`src/rtl/sipo_frame_deser_if.sv`:
```
// Output-side handshake of the frame deserialiser: a right-justified word on valid/ready.
interface sipo_frame_deser_if #(
  parameter int MAX_WIDTH = 9
);
  logic [MAX_WIDTH-1:0] data_out;
  logic                 data_valid;
  logic                 data_ready;

  modport master (output data_out, output data_valid, input data_ready);
  modport slave  (input data_out, input data_valid, output data_ready);
endinterface

```
`src/rtl/sipo_frame_deser.sv`:
```
// Serial-in/parallel-out frame deserialiser for the UART RX path: collects a configurable
// number of bits (LSB- or MSB-first) and hands the word over through a one-entry buffer.
module sipo_frame_deser #(
  parameter int MAX_WIDTH = 9,
  parameter int CNT_W     = $clog2(MAX_WIDTH + 1)
) (
  input  logic                 clk,
  input  logic                 reset_n,
  input  logic                 clear,
  input  logic [CNT_W-1:0]     cfg_len,
  input  logic                 cfg_lsb_first,
  input  logic                 serial_in,
  input  logic                 shift_en,
  sipo_frame_deser_if.master   dout,
  output logic                 busy,
  output logic [CNT_W-1:0]     bit_count,
  output logic                 overrun
);

  typedef enum logic {IDLE, COLLECT} state_e;

  state_e               state_q, state_d;
  logic [MAX_WIDTH-1:0] shreg_q, shreg_d;
  logic [CNT_W-1:0]     cnt_q, cnt_d;
  logic [CNT_W-1:0]     len_q, len_d;
  logic                 lsb_q, lsb_d;
  logic [MAX_WIDTH-1:0] data_q, data_d;
  logic                 valid_q, valid_d;
  logic                 ovr_q, ovr_d;

  logic [CNT_W-1:0]     len_eff, cur_len, cnt_inc;
  logic                 first, cur_lsb, complete, xfer;
  logic [MAX_WIDTH-1:0] shifted;

  // Out-of-range lengths (0, 1, >MAX_WIDTH) fall back to a full-width frame.
  assign len_eff = (cfg_len < CNT_W'(2) || cfg_len > CNT_W'(MAX_WIDTH)) ? CNT_W'(MAX_WIDTH) : cfg_len;
  assign first   = (state_q == IDLE);
  assign cur_len = first ? len_eff : len_q;
  assign cur_lsb = first ? cfg_lsb_first : lsb_q;
  assign cnt_inc = cnt_q + CNT_W'(1);
  assign shifted = cur_lsb ? (shreg_q | ({{(MAX_WIDTH-1){1'b0}}, serial_in} << cnt_q))
                           : {shreg_q[MAX_WIDTH-2:0], serial_in};
  assign complete = shift_en && (cnt_inc == cur_len);
  assign xfer     = valid_q && dout.data_ready;

  always_comb begin
    state_d = state_q;
    shreg_d = shreg_q;
    cnt_d   = cnt_q;
    len_d   = len_q;
    lsb_d   = lsb_q;
    data_d  = data_q;
    valid_d = valid_q;
    ovr_d   = ovr_q;
    if (clear) begin
      state_d = IDLE;
      shreg_d = '0;
      cnt_d   = '0;
      data_d  = '0;
      valid_d = 1'b0;
      ovr_d   = 1'b0;
    end else begin
      if (shift_en) begin
        if (first) begin
          len_d = len_eff;
          lsb_d = cfg_lsb_first;
        end
        // Shift register is zeroed at frame end so every frame starts clean.
        if (complete) begin
          state_d = IDLE;
          shreg_d = '0;
          cnt_d   = '0;
        end else begin
          state_d = COLLECT;
          shreg_d = shifted;
          cnt_d   = cnt_inc;
        end
      end
      if (xfer) valid_d = 1'b0;
      if (complete) begin
        if (!valid_q || xfer) begin
          data_d  = shifted;
          valid_d = 1'b1;
        end else begin
          ovr_d = 1'b1;
        end
      end
    end
  end

  always_ff @(posedge clk or negedge reset_n) begin
    if (!reset_n) begin
      state_q <= IDLE;
      shreg_q <= '0;
      cnt_q   <= '0;
      len_q   <= '0;
      lsb_q   <= 1'b0;
      data_q  <= '0;
      valid_q <= 1'b0;
      ovr_q   <= 1'b0;
    end else begin
      state_q <= state_d;
      shreg_q <= shreg_d;
      cnt_q   <= cnt_d;
      len_q   <= len_d;
      lsb_q   <= lsb_d;
      data_q  <= data_d;
      valid_q <= valid_d;
      ovr_q   <= ovr_d;
    end
  end

  assign dout.data_out   = data_q;
  assign dout.data_valid = valid_q;
  assign busy            = (state_q == COLLECT);
  assign bit_count       = cnt_q;
  assign overrun         = ovr_q;

endmodule

```
`src/flat_wrapper.sv`:
```
// flat-port wrapper written by rule: the top's interface ports become plain ports
module sipo_frame_deser_flat 
#(
  parameter int MAX_WIDTH = 9,
  parameter int CNT_W     = $clog2(MAX_WIDTH + 1)
)
  (clk, reset_n, clear, cfg_len, cfg_lsb_first, serial_in, shift_en, busy, bit_count, overrun, dout_data_out, dout_data_valid, dout_data_ready);
  sipo_frame_deser_if #(.MAX_WIDTH(MAX_WIDTH)) dout_i ();
  input  logic clk;
  input  logic reset_n;
  input  logic clear;
  input  logic [CNT_W-1:0] cfg_len;
  input  logic cfg_lsb_first;
  input  logic serial_in;
  input  logic shift_en;
  output logic busy;
  output logic [CNT_W-1:0] bit_count;
  output logic overrun;
  output wire logic [$bits(dout_i.data_out)-1:0] dout_data_out;
  output wire logic [$bits(dout_i.data_valid)-1:0] dout_data_valid;
  input wire logic [$bits(dout_i.data_ready)-1:0] dout_data_ready;
  assign dout_data_out = dout_i.data_out;
  assign dout_data_valid = dout_i.data_valid;
  assign dout_i.data_ready = dout_data_ready;
  sipo_frame_deser #(.MAX_WIDTH(MAX_WIDTH), .CNT_W(CNT_W)) u_core (.clk(clk), .reset_n(reset_n), .clear(clear), .cfg_len(cfg_len), .cfg_lsb_first(cfg_lsb_first), .serial_in(serial_in), .shift_en(shift_en), .dout(dout_i), .busy(busy), .bit_count(bit_count), .overrun(overrun));
endmodule
```
`config.mk`:
```
export PLATFORM = sky130hd
export DESIGN_NAME = sipo_frame_deser_flat
export DESIGN_NICKNAME = d
export VERILOG_FILES = /design/src/rtl/sipo_frame_deser_if.sv /design/src/rtl/sipo_frame_deser.sv /design/src/flat_wrapper.sv
export SDC_FILE = /design/constraint.sdc
export NUM_CORES = 1
export LEC_CHECK = 0
export BUFFER_PORTS_ARGS = -buffer_cell sky130_fd_sc_hd__buf_2
export CORE_MARGIN = 2
export CORE_UTILIZATION = 50
export DETAILED_ROUTE_END_ITERATION = 8
export HOLD_SLACK_MARGIN = 0.05
export PLACE_DENSITY = 0.72
export SKIP_LAST_GASP = 1
export SLEW_MARGIN = 20
export SYNTH_ARGS = -nofsm -noshare
export SYNTH_HDL_FRONTEND = slang
export SYNTH_SLANG_ARGS = --single-unit
```
`constraint.sdc`:
```
create_clock -name clk -period 3.65 [get_ports clk]
set_input_delay 0.73 -clock clk [delete_from_list [all_inputs] [get_ports clk]]
set_output_delay 0.73 -clock clk [all_outputs]
set_load 0.01 [all_outputs]
```
==> impl_metrics.ini, run 1 <==
[outcome]
outcome = completed

[synthesis]
yosysUniqueCellTypes = 36
yosysTopAreaCellShare_pct = 47.0
synth_ff_type = dfrtp_1
post-synth-top-area-cell = dfrtp_1
yosysSeqAreaShare_pct = 47.0
syn_area_per_cell_sq_um = 9.45
yosys_register_bits = 30
synth_edf_count = 0
synthTopCellsByArea = dfrtp_1 (47%), a32o_1 (5.0%), a21oi_1 (4.4%), o21ai_0 (3.4%), o21ai_1 (3.4%)
synthCells = 169
synthesis.area_sq_um = 1600
yosysWarnings = 0
async_reset_ff_share_pct = 100
synth_fp_nets = 181

[critical_path]
cpPeakStageDelay_ns = 0.54
worstSetupPathType = reg2reg
startpoint_type = flip-flop
worstPathRequired_ns = 3.91
crit_slowest_cell = dfrtp_1
crit_path_max_fanout = 14
cp_cell_sequence = or3b_1 -> a32o_1 -> nor3_2 -> o2111ai_1 -> or3_1 -> a21oi_1
worstPathArrival_ns = 2.84
end_kind = flip-flop

[sta]
skew_ns = 0.00913
setup_tns_ns = 0
setup_viol = 0
finalCritPeriodShare_pct = 70.8
max_freq_mhz = 387
worst_pin_slew_ns = 0.873
slew_viol_final = 0
rsz0062_at_grt = no
slew_headroom_pct = 41.7
hold_viol_final = 0
fin_crit_ns = 2.58
fin_ws_ns = 1.07

[final_layout]
diodes = 0
fill_cells = 295
fin_nets = 203
finalCoreUtilization_pct = 58.5
layout-drive-gt1-share_pct = 19.4
area_delta_synth_final_pct = 11.9
final_area_sq_um = 1790

[detailed_routing]
ant_nets = 0
vias_per_cell = 5.96
drt_iter0_drc = 96
dr.pass1.iters = 4
routed_wl_um = 3600
drc = 0
vias = 1401
post_drt_wl_per_cell_um = 15.3

[pwr]
netSwitchingFraction_pct = 31.0
p_comb_share_pct = 18.4
p_per_area_nw_per_um2 = 377
power_switching_uw = 209
p_clk_share_pct = 27.0
power_leakage_uw = 0.000804
seqPwrFrac_pct = 54.6
max-vdd-ir-drop_uv = 239
p_int_uw = 465

[clocking]
post_cts_buffers = 0
clock_tree.buffer_depth = 2
cts_made_buffers = 5
clockRootBuffer = clkbuf_4
cts_tree = built
clk_latency_ns = 0.33
hold_buffers = 0
cts_resized = 0
htree_levels = 2
clock_sinks = 30
clk_pin_slew_ns = 0.09

[floorplanning]
start_util_pct = 52.3
io_pins = 27
dieArea_sq_um = 3660
die_w_um = 60.5
die_h_um = 60.5
num_rows = 20
core_sq_um = 3050

[global_routing]
grt_use_met2_pct = 36.5
antenna_found_initial = 0
top_usage_layer = met2
globalRoute.totalOverflow = 0
track_usage_pct = 21.8
grt_max_degree = 31
grt_pass1_wl_um = 5780
first_global_vias = 1262
grt_use_met1_pct = 27.0
grt_util_met3_pct = 4.05

[placed_design]
dpl_cell_area_sq_um = 1740
dp_slack_ns = 0.728
portBuffers = 26
gp_congestion = 0.863
dp_hpwl_um = 2590

[flow_run]
max-cap-violations = 0

[min_path]
hp-class = in2async
## metrics by stage
stage / instances / total power, uW / hold slack [ns]
after floorplan: 169 / 458 / 0.434
after global placement: 228 / 495 / 0.463
after detailed placement: 228 / 499 / 0.470
after CTS: 235 / 679 / 0.443
after global routing: 235 / 713 / 0.462
final: 235 / 674 / 0.428
## cell usage in the layout (no fill, tap or decap), types with 3 or more instances in the layout
cell type	netlist	routed
a21oi_1	14	14
a31oi_1	4	4
a32o_1	8	8
buf_2	4	26
clkbuf_4	0	5
dfrtp_1	30	30
mux2i_1	4	4
nand2_1	12	12
nand2b_1	5	5
nand3_1	9	9
nor2_1	10	10
nor2b_1	4	4
o21ai_0	11	11
o21ai_1	11	11
o32ai_1	3	3
xnor2_1	5	5
## per-layer routing
layer  up-vias  wire length (um)  share of wire, %
li1        668                 -                 -
met1       681              1560                43
met2        45              1790                50
met3         7               183               5.1
met4         0                70               1.9
met5         -                 0                 0
## cells in the mapped netlist (3+ instances only)
cell type and instances:
nor2b_1 4, mux2i_1 4, nand2_1 12, o21ai_1 11
a31oi_1 4, buf_2 4, nand2b_1 5, o32ai_1 3
nand3_1 9, a21oi_1 14, dfrtp_1 30, clkbuf_1 8
nor2_1 10, xnor2_1 5, o21ai_0 11, a32o_1 8
## kinds of logic (layout without fill, tap and decap cells)
group / count (synthesis) / after routing / share of synthesized area [%]
AO/OA/AOI/OAI: 61 / 61 / 25.2
multiplexers: 5 / 5 / 3.21
buffers and inverters: 15 / 37 / 4.08
AND/OR/NAND/NOR: 51 / 51 / 16.5
adder cells (fa/ha/maj): 1 / 1 / 0.784
flip-flops: 30 / 30 / 47.0
XOR/XNOR: 6 / 6 / 3.29
## state kept, by name (all words and copies together) (netlist names)
name,cells
u_core.len_q,4
u_core.dout.data_out,9
u_core.lsb_q,1
u_core.busy,1
u_core.overrun,1
u_core.dout.data_valid,1
u_core.bit_count,4
u_core.shreg_q,9
## critical path: cells and delay by family (launching register included)
kind	cells	cell delay (ns)
AND/OR/NAND/NOR	3	1.13
AO/OA/AOI/OAI	3	0.83
flip-flops	1	0.54
## cell type report
type | instances | area, sq um | share of cell area, %
clock buffers | 5 | 37.5 | 2.10
well taps | 44 | 55.1 | 3.08
inverters | 2 | 7.51 | 0.420
flip-flops and latches | 30 | 751 | 42.0
multi-input cells | 124 | 781 | 43.7
clock inverters | 2 | 10.0 | 0.560
repair buffers | 28 | 145 | 8.12
## final timing paths
check                                              start                                   to  slack [ns]  cells past startpoint
worst max-delay path             u_core.busy$_DFFE_PN0P_  u_core.dout.data_out[7]$_DFFE_PN0P_        1.07                      6
worst max register to register   u_core.busy$_DFFE_PN0P_  u_core.dout.data_out[7]$_DFFE_PN0P_        1.07                      6
min in group clk                u_core.lsb_q$_DFFE_PN0P_             u_core.lsb_q$_DFFE_PN0P_        0.49                      2
worst min-delay path                             reset_n        u_core.shreg_q[4]$_DFFE_PN0P_        0.43                      1
worst min register to register  u_core.lsb_q$_DFFE_PN0P_             u_core.lsb_q$_DFFE_PN0P_        0.49                      2
max in group asynchronous                        reset_n          u_core.len_q[0]$_DFFE_PN0P_        2.79                      1
## power by group through the flow
stage	Combinational, uW	Sequential (uW)	Clock (uW)
after floorplan	90.1	368	0
after global placement	121	374	0
after detailed placement	125	375	0
after CTS	125	368	186
after global routing	138	371	204
final	124	368	182
(Power assumes the default switching activity.)
==> inputs of run 2 (changes only) <==
Settings changed: ABC_AREA from default to 1.
Clock period 3.65 ns to 2.5 ns, I/O delays scaled along.
==> run 2 against run 1 <==
Effect of this change:
- first-iteration DRC count shrank 63%
- critical endpoint is now u_core.shreg_q[8]$_DFFE_PN0P_
- cell count is 26% higher
- register-to-register slack worse by 0.39 ns
==> impl_metrics.ini, run 2 <==
[clocking]
hold_buffers = 0
clk_pin_slew_ns = 0.10
clock_tree.buffer_depth = 2
cts_tree = built
clock_sinks = 30
clk_latency_ns = 0.34
htree_levels = 2
post_cts_buffers = 0
cts_made_buffers = 5
cts_resized = 0
clockRootBuffer = clkbuf_4

[placed_design]
dp_cells = 287
gp_congestion = 0.836
dp_hpwl_um = 2460
portBuffers = 26

[critical_path]
end_kind = flip-flop
worstPathRequired_ns = 2.72
worstPathArrival_ns = 2.04
crit_path_max_fanout = 14
startpoint_type = flip-flop
worstSetupPathType = reg2reg

[sta]
fin_crit_ns = 1.82
slew_headroom_pct = 55.6
finalCritPeriodShare_pct = 72.8
max_freq_mhz = 549
worst_pin_slew_ns = 0.664
setup_tns_ns = 0
setup_viol = 0
slew_viol_final = 0
skew_ns = 0.00979
hold_viol_final = 0
rsz0062_at_grt = no
whs_ns = 0.173

[synthesis]
synth_ff_type = dfrtp_1
synthCells = 219
synth_common_cells = nand2_1 (70), dfrtp_1 (30), inv_1 (25)
syn_area_per_cell_sq_um = 7.65
yosysUniqueCellTypes = 25
synth_edf_count = 0
yosysWarnings = 0
synth-compound-area-share_pct = 12.5
synthesis.area_sq_um = 1680
synth_top_family_by_area = simple AND/OR/NAND/NOR gates
synthTopCellsByArea = dfrtp_1 (45%), nand2_1 (16%), nand3_1 (6.0%), inv_1 (5.6%), nor2_1 (5.4%)
async_reset_ff_share_pct = 100
synth_simple_gate_area_share_pct = 32.5
yosysTopAreaCellShare_pct = 44.8
synth.most_common_cell = nand2_1
yosys-mux-area-fraction_pct = 0
synth_fp_nets = 231
yosys_register_bits = 30
synthAdderAreaFrac_pct = 0.747
synth-xor-area-share_pct = 1.05
yosysSeqAreaShare_pct = 44.8
post-synth-top-area-cell = dfrtp_1

[final_layout]
final_cell_mix = nand2_1 (70), dfrtp_1 (30), buf_2 (26)
area_delta_synth_final_pct = 14.3
fin_cells = 295
fin_nets = 260
layout_commonest_cell = nand2_1
layout-drive-gt1-share_pct = 22.1
diodes = 0

[pwr]
total_power_uw = 1360
max-vdd-ir-drop_uv = 449
p_per_area_nw_per_um2 = 710
power_leakage_uw = 0.00101

[global_routing]
grt_pass1_wl_um = 5780
antenna_found_initial = 0
track_usage_pct = 21.1
grt_max_degree = 31
first_global_vias = 1311
globalRoute.totalOverflow = 0

[detailed_routing]
top_layer = met4
dr.pass1.iters = 4
drc = 0
wl_met1_um = 1600
vias_per_cell = 4.85
ant_nets = 0
wl_met3_um = 170
post_drt_wl_per_cell_um = 11.4
route.met2.wl_um = 1530
routed_wl_um = 3370
vias = 1430
drt_iter0_drc = 36

[floorplanning]
start_util_pct = 51.0
die_w_um = 61.9
dieArea_sq_um = 3830
core_sq_um = 3280
num_rows = 21
die_h_um = 61.9
io_pins = 27

[min_path]
hp-class = in2async

[outcome]
outcome = completed

[flow_run]
max-cap-violations = 0
==> run 2: changes by cell type in the layout (fill, tap and decap cells not counted), sizes merged, moves of 9 or more <==
cell,before,now
nand2,12,73
nor2,10,26
inv,2,26
o22ai,0,9
nand3,9,21
a21oi,14,1
==> run 2: where the power goes <==
group          internal, uW  total (uW)  switching [uW]  leakage [uW]
clock                   207         388             181     0.0000450
sequential              536         587            50.4      0.000400
combinational           131         385             254      0.000562
total                   875        1360             485       0.00101
==> run 2: cells by family after synthesis <==
logic type | after synthesis
buffers and inverters | 32
AO/OA/AOI/OAI | 31
adder cells (fa/ha/maj) | 1
AND/OR/NAND/NOR | 123
XOR/XNOR | 2
flip-flops | 30
==> run 2: path summary, 6_finish.rpt <==
kind	from	to	slack, ns	cells after the start
worst max-delay path	u_core.bit_count[0]$_DFFE_PN0P_	u_core.shreg_q[8]$_DFFE_PN0P_	0.68	11
worst min-delay path	reset_n	u_core.bit_count[1]$_DFFE_PN0P_	0.17	1
worst max register to register	u_core.bit_count[0]$_DFFE_PN0P_	u_core.shreg_q[8]$_DFFE_PN0P_	0.68	11
worst min register to register	u_core.dout.data_out[0]$_DFFE_PN0P_	u_core.dout.data_out[0]$_DFFE_PN0P_	0.50	2
max in group asynchronous	reset_n	u_core.dout.data_valid$_DFF_PN0_	1.90	1
min in group clk	cfg_len[2]	u_core.len_q[2]$_DFFE_PN0P_	0.49	3
==> run 2: critical path, stage by stage, from the launching register on <==
cell,delay (ns)
dfrtp_1,0.46
ha_1,0.24
inv_1,0.05
nand2_1,0.04
nand2_1,0.09
inv_1,0.07
nand2_1,0.06
nand3_1,0.10
nor2_4,0.17
nand3_4,0.11
nand2_4,0.20
o21ai_0,0.11
==> run 2: final cells by class <==
type / instances / area [sq um]
Clock inverter: 3 / 40.0
Sequential cell: 30 / 751
Inverter: 27 / 106
Tap cell: 46 / 57.6
Fill cell: 304 / 1370
Timing Repair Buffer: 27 / 138
Multi-Input combinational cell: 157 / 785
Clock buffer: 5 / 37.5
==> run 2: metal layers <==
metal | GRT usage [%] | vias to the layer above
met3 | 5.59 | 6
met5 | 0 | -
met2 | 34.0 | 29
li1 | - | 756
met4 | 8.21 | 0
met1 | 27.1 | 639
==> run 2: metrics by stage <==
stage	setup WS, ns	instance area [sq um]	util (%)
floorplan	0.832	1680	-
global placement	0.722	1840	55.9
detailed placement	0.675	1840	55.9
CTS	0.664	1910	58.3
global route	0.454	1910	58.3
finish	0.679	1910	58.3
==> inputs of run 3 (changes only) <==
Settings changed: PLACE_DENSITY 0.72 to 0.75.
Clock period 2.5 ns to 1.55 ns, I/O delays scaled along.
==> run 3 against run 2 <==
Effect of this change:
- the flow now finishes with violations (setup timing)
- critical endpoint is now u_core.dout.data_out[8]$_DFFE_PN0P_
- critical path type unchanged
- largest power group is now combinational cells
- clock skew rose by 0.0053 ns
- critical path depth is 1 lower
- core utilization is 12 points higher
- clock power up 120%
- cell area increased by 21%
==> impl_metrics.ini, run 3 (same netlist as run 2, synthesis figures left out) <==
[outcome]
outcome = finished with violations
failed_checks = setup timing

[global_routing]
grt_pass1_wl_um = 6880
antenna_found_initial = 0
globalRoute.totalOverflow = 0
top_usage_layer = met2
grt_use_met2_pct = 43.2
grt_util_met3_pct = 7.04
grt_max_degree = 20
grt_use_met1_pct = 30.8
first_global_vias = 1493
track_usage_pct = 25.0

[final_layout]
finalCoreUtilization_pct = 70.4
fill_cells = 272
fin_nets = 284
final_cell_mix = nand2_1 (60), dfrtp_1 (27), buf_2 (26)
layout_commonest_cell = nand2_1
diodes = 0
layout-drive-gt1-share_pct = 38.5
area_delta_synth_final_pct = 38.0

[detailed_routing]
routed_wl_um = 4290
dr.pass1.iters = 4
drt_iter0_drc = 82
drc = 0
ant_nets = 0
vias = 1612
post_drt_wl_per_cell_um = 13.4
vias_per_cell = 5.05

[critical_path]
crit_path_max_fanout = 6
worstPathRequired_ns = 1.83
worstSetupPathType = reg2reg
end_kind = flip-flop
startpoint_type = flip-flop
worstPathArrival_ns = 2.00

[placed_design]
dp_slack_ns = -0.109
gp_congestion = 0.812
dp_hpwl_um = 2710
portBuffers = 26

[clocking]
clock_sinks = 30
clk_latency_ns = 0.34
cts_made_buffers = 5
clock_tree.buffer_depth = 2
clk_pin_slew_ns = 0.10
clockRootBuffer = clkbuf_4
cts_tree = built
htree_levels = 2

[sta]
slew_viol_final = 0
worst_pin_slew_ns = 0.963
max_freq_mhz = 582
fin_ws_ns = -0.169
finalCritPeriodShare_pct = 111
setup_tns_ns = -2.45
rsz0062_at_grt = yes
hold_viol_final = 0
setup_viol = 25
slew_headroom_pct = 35.5
fin_crit_ns = 1.72
skew_ns = 0.0151

[flow_run]
max-cap-violations = 0

[floorplanning]
die_h_um = 61.9
die_w_um = 61.9
io_pins = 27
start_util_pct = 51.0
core_sq_um = 3280
dieArea_sq_um = 3830
num_rows = 21

[pwr]
seqPwrFrac_pct = 33.2
netSwitchingFraction_pct = 33.4
power_switching_uw = 942
p_per_area_nw_per_um2 = 1220
p_comb_share_pct = 37.1
p_int_uw = 1880
power_leakage_uw = 0.00116
p_clk_share_pct = 29.7
max-vdd-ir-drop_uv = 756

[min_path]
hp-class = in2reg
-- run 3: final cells by class --
type | instances | area (sq um) | share of cell area (%)
timing repair buffer | 49 | 363 | 15.7
inverter | 27 | 106 | 4.60
multi-input combinational | 159 | 920 | 39.8
sequential | 30 | 754 | 32.6
clock buffer | 6 | 51.3 | 2.22
clock inverter | 2 | 60.1 | 2.60
tap | 46 | 57.6 | 2.49
-- run 3: what timing repair did --
item,in CTS,in global routing
resized for setup,22,11
hold endpoints to repair,14,0
setup buffers,6,0
pin swaps,11,10
cloned,2,0
hold buffers,1,0
setup endpoints to repair,25,25
-- run 3: path summary, 6_finish.rpt --
kind                                                 start                                  end  slack, ns  cells past startpoint
max                        u_core.bit_count[0]$_DFFE_PN0P_  u_core.dout.data_out[8]$_DFFE_PN0P_      -0.17                     10
min in group asynchronous                          reset_n          u_core.len_q[0]$_DFFE_PN0P_       0.41                      2
max reg2reg                u_core.bit_count[0]$_DFFE_PN0P_  u_core.dout.data_out[8]$_DFFE_PN0P_      -0.17                     10
min reg2reg                     u_core.overrun$_DFFE_PN0P_           u_core.overrun$_DFFE_PN0P_       0.50                      2
max in group asynchronous                          reset_n      u_core.bit_count[1]$_DFFE_PN0P_       0.72                      3
min                                             cfg_len[1]          u_core.len_q[1]$_DFFE_PN0P_       0.30                      3
-- run 3: power by group through the flow --
stage / clock, uW / combinational (uW) / sequential [uW]
final: 837 / 1050 / 936
after global routing: 890 / 1140 / 948
after CTS: 846 / 1020 / 935
after detailed placement: 0 / 815 / 937
after global placement: 0 / 801 / 935
after floorplan: 0 / 462 / 972
-- run 3: layer usage --
layer	part of all wire (%)	up-vias
li1	-	813
met1	43	748
met2	51	44
met3	4.3	7
met4	1.2	0
met5	0	-
-- run 3: through the flow --
step           std cells  hold WS, ns  area [sq um]  total power [uW]
6_report             319        0.303          2310              2820
5_1_grt              319        0.280          2310              2980
4_1_cts              319        0.291          2280              2800
3_5_place_dp         302        0.246          1990              1750
3_3_place_gp         302        0.246          1990              1740
2_1_floorplan        219       0.0144          1690              1430
-- run 3: critical path, stage by stage, from the launching register on --
cell and delay [ns]:
dfrtp_2 0.40, buf_6 0.13, nand3_2 0.14, xor2_2 0.26
nand2_1 0.13, nand2_4 0.12, nand3_4 0.14, buf_6 0.16
nand2_2 0.05, nand3_2 0.07, nand2_1 0.07
